File: src/rtl/serial_byte_loader.sv
// Serial-to-parallel byte loader (MSB first) with a one-entry valid/ready output buffer.
// Optional even-parity framing is built when SERIAL_BYTE_PARITY_EN is defined.
module serial_byte_loader (
  input  logic       clk,
  input  logic       rst_n,
  input  logic       bit_in,
  input  logic       bit_valid,
  output logic [7:0] out_data,
  output logic       out_valid,
  input  logic       out_ready,
  output logic       overrun,
  output logic       parity_err
);

`ifdef SERIAL_BYTE_PARITY_EN
  typedef enum logic [1:0] {IDLE = 2'd0, SHIFT = 2'd1, PARITY = 2'd2} state_t;
`else
  typedef enum logic [1:0] {IDLE = 2'd0, SHIFT = 2'd1} state_t;
`endif

  state_t     state_r, state_s;
  logic [7:0] sh_r, sh_s;
  logic [3:0] cnt_r, cnt_s;
  logic [7:0] data_r, data_s;
  logic       valid_r, valid_s;
  logic       ovr_r, ovr_s;
  logic       done_s;
  logic       good_s;
  logic [7:0] word_s;
  logic       load_ok_s;
  logic       xfer_s;

`ifdef SERIAL_BYTE_PARITY_EN
  logic       perr_r, perr_s;

  function automatic logic even_parity_ok(input logic [7:0] d, input logic p);
    return ~((^d) ^ p);
  endfunction
`endif

  // Frame state, shift register and bit counter.
  always_ff @(posedge clk or negedge rst_n) begin
    if (!rst_n) begin
      state_r <= IDLE;
      sh_r    <= 8'h00;
      cnt_r   <= 4'd0;
    end else begin
      state_r <= state_s;
      sh_r    <= sh_s;
      cnt_r   <= cnt_s;
    end
  end

  // Next-state logic and frame completion detection.
  always_comb begin
    state_s = state_r;
    sh_s    = sh_r;
    cnt_s   = cnt_r;
    done_s  = 1'b0;
    good_s  = 1'b1;
    word_s  = {sh_r[6:0], bit_in};
    case (state_r)
      IDLE: begin
        if (bit_valid) begin
          sh_s    = {sh_r[6:0], bit_in};
          cnt_s   = 4'd1;
          state_s = SHIFT;
        end else begin
          cnt_s   = 4'd0;
        end
      end
      SHIFT: begin
        if (bit_valid) begin
          sh_s = {sh_r[6:0], bit_in};
          if (cnt_r == 4'd7) begin
`ifdef SERIAL_BYTE_PARITY_EN
            cnt_s   = 4'd8;
            state_s = PARITY;
`else
            cnt_s   = 4'd0;
            state_s = IDLE;
            done_s  = 1'b1;
`endif
          end else begin
            cnt_s = cnt_r + 4'd1;
          end
        end else begin
          sh_s = sh_r;
        end
      end
`ifdef SERIAL_BYTE_PARITY_EN
      // The parity bit is not shifted in: sh_r already holds all 8 data bits.
      PARITY: begin
        if (bit_valid) begin
          word_s  = sh_r;
          good_s  = even_parity_ok(sh_r, bit_in);
          done_s  = 1'b1;
          cnt_s   = 4'd0;
          state_s = IDLE;
        end else begin
          word_s  = sh_r;
        end
      end
`endif
      default: begin
        state_s = IDLE;
        cnt_s   = 4'd0;
      end
    endcase
  end

  // Output buffer: load on completion if empty or draining this cycle, else drop.
  always_comb begin
    xfer_s    = valid_r & out_ready;
    load_ok_s = ~valid_r | out_ready;
    data_s    = data_r;
    valid_s   = valid_r;
    ovr_s     = done_s & good_s & ~load_ok_s;
    if (done_s && good_s && load_ok_s) begin
      data_s  = word_s;
      valid_s = 1'b1;
    end else if (xfer_s) begin
      valid_s = 1'b0;
    end else begin
      valid_s = valid_r;
    end
  end

`ifdef SERIAL_BYTE_PARITY_EN
  // Parity failure pulse.
  always_comb begin
    perr_s = done_s & ~good_s;
  end
`endif

  // Registered outputs.
  always_ff @(posedge clk or negedge rst_n) begin
    if (!rst_n) begin
      data_r  <= 8'h00;
      valid_r <= 1'b0;
      ovr_r   <= 1'b0;
    end else begin
      data_r  <= data_s;
      valid_r <= valid_s;
      ovr_r   <= ovr_s;
    end
  end

`ifdef SERIAL_BYTE_PARITY_EN
  // Registered parity error pulse.
  always_ff @(posedge clk or negedge rst_n) begin
    if (!rst_n) begin
      perr_r <= 1'b0;
    end else begin
      perr_r <= perr_s;
    end
  end
  assign parity_err = perr_r;
`else
  assign parity_err = 1'b0;
`endif

  assign out_data  = data_r;
  assign out_valid = valid_r;
  assign overrun   = ovr_r;

endmodule

File: config.mk
export PLATFORM = sky130hd
export DESIGN_NAME = serial_byte_loader
export DESIGN_NICKNAME = d
export VERILOG_FILES = /design/src/rtl/serial_byte_loader.sv
export SDC_FILE = /design/constraint.sdc
export NUM_CORES = 1
export LEC_CHECK = 0
export CAP_MARGIN = 20
export CORE_UTILIZATION = 49
export DETAILED_ROUTE_END_ITERATION = 10
export GPL_TIMING_DRIVEN = 0
export PLACE_DENSITY = 0.73
export SLEW_MARGIN = 0
export SYNTH_ARGS = -nofsm -noshare
export SYNTH_HDL_FRONTEND = slang
export SYNTH_SLANG_ARGS = --single-unit
File: constraint.sdc
create_clock -name clk -period 1.5 [get_ports clk]
set_clock_uncertainty 0.15 [all_clocks]
set_input_delay 0.45 -clock clk [delete_from_list [all_inputs] [get_ports clk]]
set_output_delay 0.45 -clock clk [all_outputs]
set_load 0.005 [all_outputs]
==> metrics list <==
* Final design area excluding fillers: 1110 um2
- In this run the biggest area consumer among cell types represents a little over three fifths of the synthesized area.
* Min Clock Period, post-route: 1.46 ns
* Routability Congestion: ~0.76
* Worst min-delay path category: input port to async pin
- After clock tree synthesis, the clock-pin slew on the worst setup and hold paths is approximately 0.11 ns.
- I/O Buffers: 14
- Setup violations remaining at the end of the flow were counted as 0.
- Via count of the first global-routing pass: roughly 500
- Worst Path Arrival: 0.86 ns
- Counting the buffers created by CTS gives 3.
* Pin count of the biggest net entering global routing: 23
- Root cell of the clock tree: sky130_fd_sc_hd__clkbuf_4
- TritonCTS built the clock tree.
* Run status: complete, no violations
- Summed over all layers, the routed wires come to approximately 1300 um.
- Number of clock sinks seen by CTS: 22
* Detailed-router iteration count before antenna repair: 3
- Share of post-route cells with drive strength above 1: approximately 47%
- The share of total power dissipated in the clock network is between 10% and 20%.
- Worst path slowest cell: sky130_fd_sc_hd__dfrtp_1
- Antenna diode instance count: 0
* Mean post-synth cell area: 14.6 um2
- Ratio of routed vias to standard cells: 4.79
- Post-synthesis cell type count: 21
- Average wire per cell in the routed design: 11.9 um
* Post-route antenna net violation count: 0
* Largest delay contributor family on the critical path: flip-flops
- For this block, the initial DRC count from the detailed router was 3.
* Crit start category: flop
- The final critical path takes up a little over nine tenths of the cycle.
- Slowest cell delay on critical path: 0.37 ns
- Walking the worst path, the cells encountered are clkdlybuf4s15_1.
- The worst setup path is of the flop to output pin kind.
- Core box area: about 1600 um2
- The share of total power dissipated in sequential elements is around 50%.
* Maximum count of clock buffers along a single path: 2
- Final design utilization: roughly 69%
* Count of endpoints failing hold in the final timing report: 0
- Counting flops and latches in the post-synthesis netlist gives 22.
- The analysis attributes to net switching a power of between 0.0005 and 0.0006 W.
- The initialized floorplan defines 14 standard-cell rows.
- Max capacitance violation total: 0
- The number of nets in the synthesized netlist is between 60 and 70.
- Synth warn: 0
- The HPWL after detailed placement is roughly 850 um.
* Cell-internal power: between 0.001 and 0.0015 W
- Switching portion of total power: between 20% and 30%
* Floorplan die area: 1970 um2
- From synthesis to final layout, the design area changed by 25.9%.
- Clock latency on the worst-skew pair, taken at its later pin, is around 0.29 ns.
* Hold_buf cts: 0
- Setup crit end kind: output pin
- DRC: 0
- Global-route total usage across every layer: roughly 16%
* Critical Path Fanout Max: 1
- # IOs: 16
- Initial Utilization: 55.1%
- Cell type with the highest aggregate area in the netlist: sky130_fd_sc_hd__dfrtp_1
- Die Width: approximately 44 um
* Remaining global-route overflow: 0
* Maximum level of the CTS H-tree: 1
- For this block, the via count after detailed routing is slightly above 500.
- Area of the mapped netlist: roughly 880 um2
- Placed Instance Area: roughly 1000 um2
- Final Max Slew Viols: 0
- Cells after Synth: 60
* Data required, critical path: around 0.90 ns
* Max IR drop VDD: between 0.9 and 1 mV
- The initial antenna violation count came to 0.
- Number of buffers and inverters on the critical path: 1
- Die Height: between 40 and 50 um
- First-pass GRT wire length: ~2200 um
* Cell area power density: 1650 nW/um2
- The final layout contains 90 nets.
- Summed over all cells, the static leakage comes to 0.521 nW.
* Timing-limited maximum frequency: around 700 MHz
- Ranked by total cell area, the synthesized netlist is headed by sky130_fd_sc_hd__dfrtp_1 63%, sky130_fd_sc_hd__mux2_2 19%, sky130_fd_sc_hd__nand2_1 2.1%, sky130_fd_sc_hd__nand3_4 2.0%, sky130_fd_sc_hd__ha_1 1.4%.
- Proportion of power drawn by combinational gates: a little under a third
- Sequential cells were found to cover 62.7% of the synthesized design area.
-- layout make-up --
class | instances | area [um2]
Buffer | 2 | 12.5
Clock buffer | 4 | 36.3
Fill cell | 125 | 488
Multi-Input combinational cell | 36 | 325
Sequential cell | 22 | 551
Tap cell | 24 | 30.0
Timing Repair Buffer | 19 | 151
-- metrics by stage --
step           hold slack [ns]  instances  power, W  worst slack, ns  setup TNS, ns
2_1_floorplan          0.00441         60   0.00127            0.102              0
3_3_place_gp             0.339         98   0.00155           -0.487         -14.87
3_5_place_dp             0.346         98   0.00157           -0.503         -15.27
4_1_cts                  0.370        103   0.00181        0.0000344              0
5_1_grt                  0.177        107   0.00196          -0.0103        -0.0260
6_report                 0.194        107   0.00182           0.0408              0
-- worst paths after layout --
check / to / start / slack (ns) / cells past startpoint
max: overrun / overrun / 0.04 / 1
min: cnt_r[3] / rst_n / 0.19 / 1
max reg2reg: out_data[2] / cnt_r[2] / 0.05 / 3
min reg2reg: out_data[7] / out_data[7] / 0.36 / 1
max in group asynchronous: out_data[3] / rst_n / 0.66 / 2
min in group clk: out_data[7] / out_data[7] / 0.36 / 1
-- power groups by stage --
stage          clock network, W  logic [W]  registers, W
3_5_place_dp                  0   0.000623      0.000950
2_1_floorplan                 0   0.000333      0.000934
6_report               0.000314   0.000577      0.000934
4_1_cts                0.000329   0.000547      0.000937
3_3_place_gp                  0   0.000609      0.000943
5_1_grt                0.000350   0.000650      0.000960
-- routing by layer --
metal | vias to the layer above | wire length (um) | GRT usage, %
met2 | 13 | 585 | 22.4
met3 | 2 | 57 | 2.86
li1 | 252 | - | -
met4 | 0 | 9 | 9.09
met1 | 245 | 625 | 22.6
met5 | - | 0 | 0
-- flip-flops by register name, indices dropped and copies added, names as in the netlist --
signal	cells
out_data	8
sh_r	7
cnt_r	4
out_valid	1
overrun	1
state_r	1
-- placed cells by master, fill, tap and decap left out, types with 2 or more instances in the layout --
cell type,count
sky130_fd_sc_hd__dfrtp_1,22
sky130_fd_sc_hd__nand2_1,5
sky130_fd_sc_hd__mux2_2,15
sky130_fd_sc_hd__clkbuf_4,3
sky130_fd_sc_hd__clkbuf_2,2
sky130_fd_sc_hd__buf_4,5
sky130_fd_sc_hd__buf_2,8
sky130_fd_sc_hd__clkdlybuf4s50_1,3
-- timing repair --
item,in CTS,in global routing
pin swaps,1,2
gates resized for setup,36,3
setup buffers,1,3
endpoints found under the setup margin,25,10
-- logic make-up (layout without fill, tap and decap cells) --
group / after synthesis / count (layout) / share of synthesized area (%)
and+or+nand+nor: 13 / 13 / 9.40
AOI/OAI and AO/OA: 3 / 3 / 2.28
xor gates and xnor gates: 2 / 2 / 1.99
DFF: 22 / 22 / 62.7
buffers and inverters: 2 / 25 / 1.42
other: 1 / 1 / 0.427
adders and majority gates: 1 / 1 / 1.42
muxes: 16 / 16 / 20.4
-- Yosys cell counts --
library cell / number
sky130_fd_sc_hd__a21boi_0: 1
sky130_fd_sc_hd__mux2i_1: 1
sky130_fd_sc_hd__nand2b_1: 1
sky130_fd_sc_hd__xor2_1: 1
sky130_fd_sc_hd__buf_2: 1
sky130_fd_sc_hd__ha_1: 1
sky130_fd_sc_hd__nor2b_1: 1
sky130_fd_sc_hd__and2_1: 1
sky130_fd_sc_hd__or3_1: 1
sky130_fd_sc_hd__nand3_4: 1
sky130_fd_sc_hd__a21oi_1: 1
sky130_fd_sc_hd__and4b_2: 1
sky130_fd_sc_hd__conb_1: 1
sky130_fd_sc_hd__nor2_1: 1
sky130_fd_sc_hd__nand2_1: 5
sky130_fd_sc_hd__dfrtp_1: 22
sky130_fd_sc_hd__nand4_1: 1
sky130_fd_sc_hd__o21a_1: 1
sky130_fd_sc_hd__buf_4: 1
sky130_fd_sc_hd__xnor2_1: 1
sky130_fd_sc_hd__mux2_2: 15
Note: power is estimated with default switching activity, not from simulation.
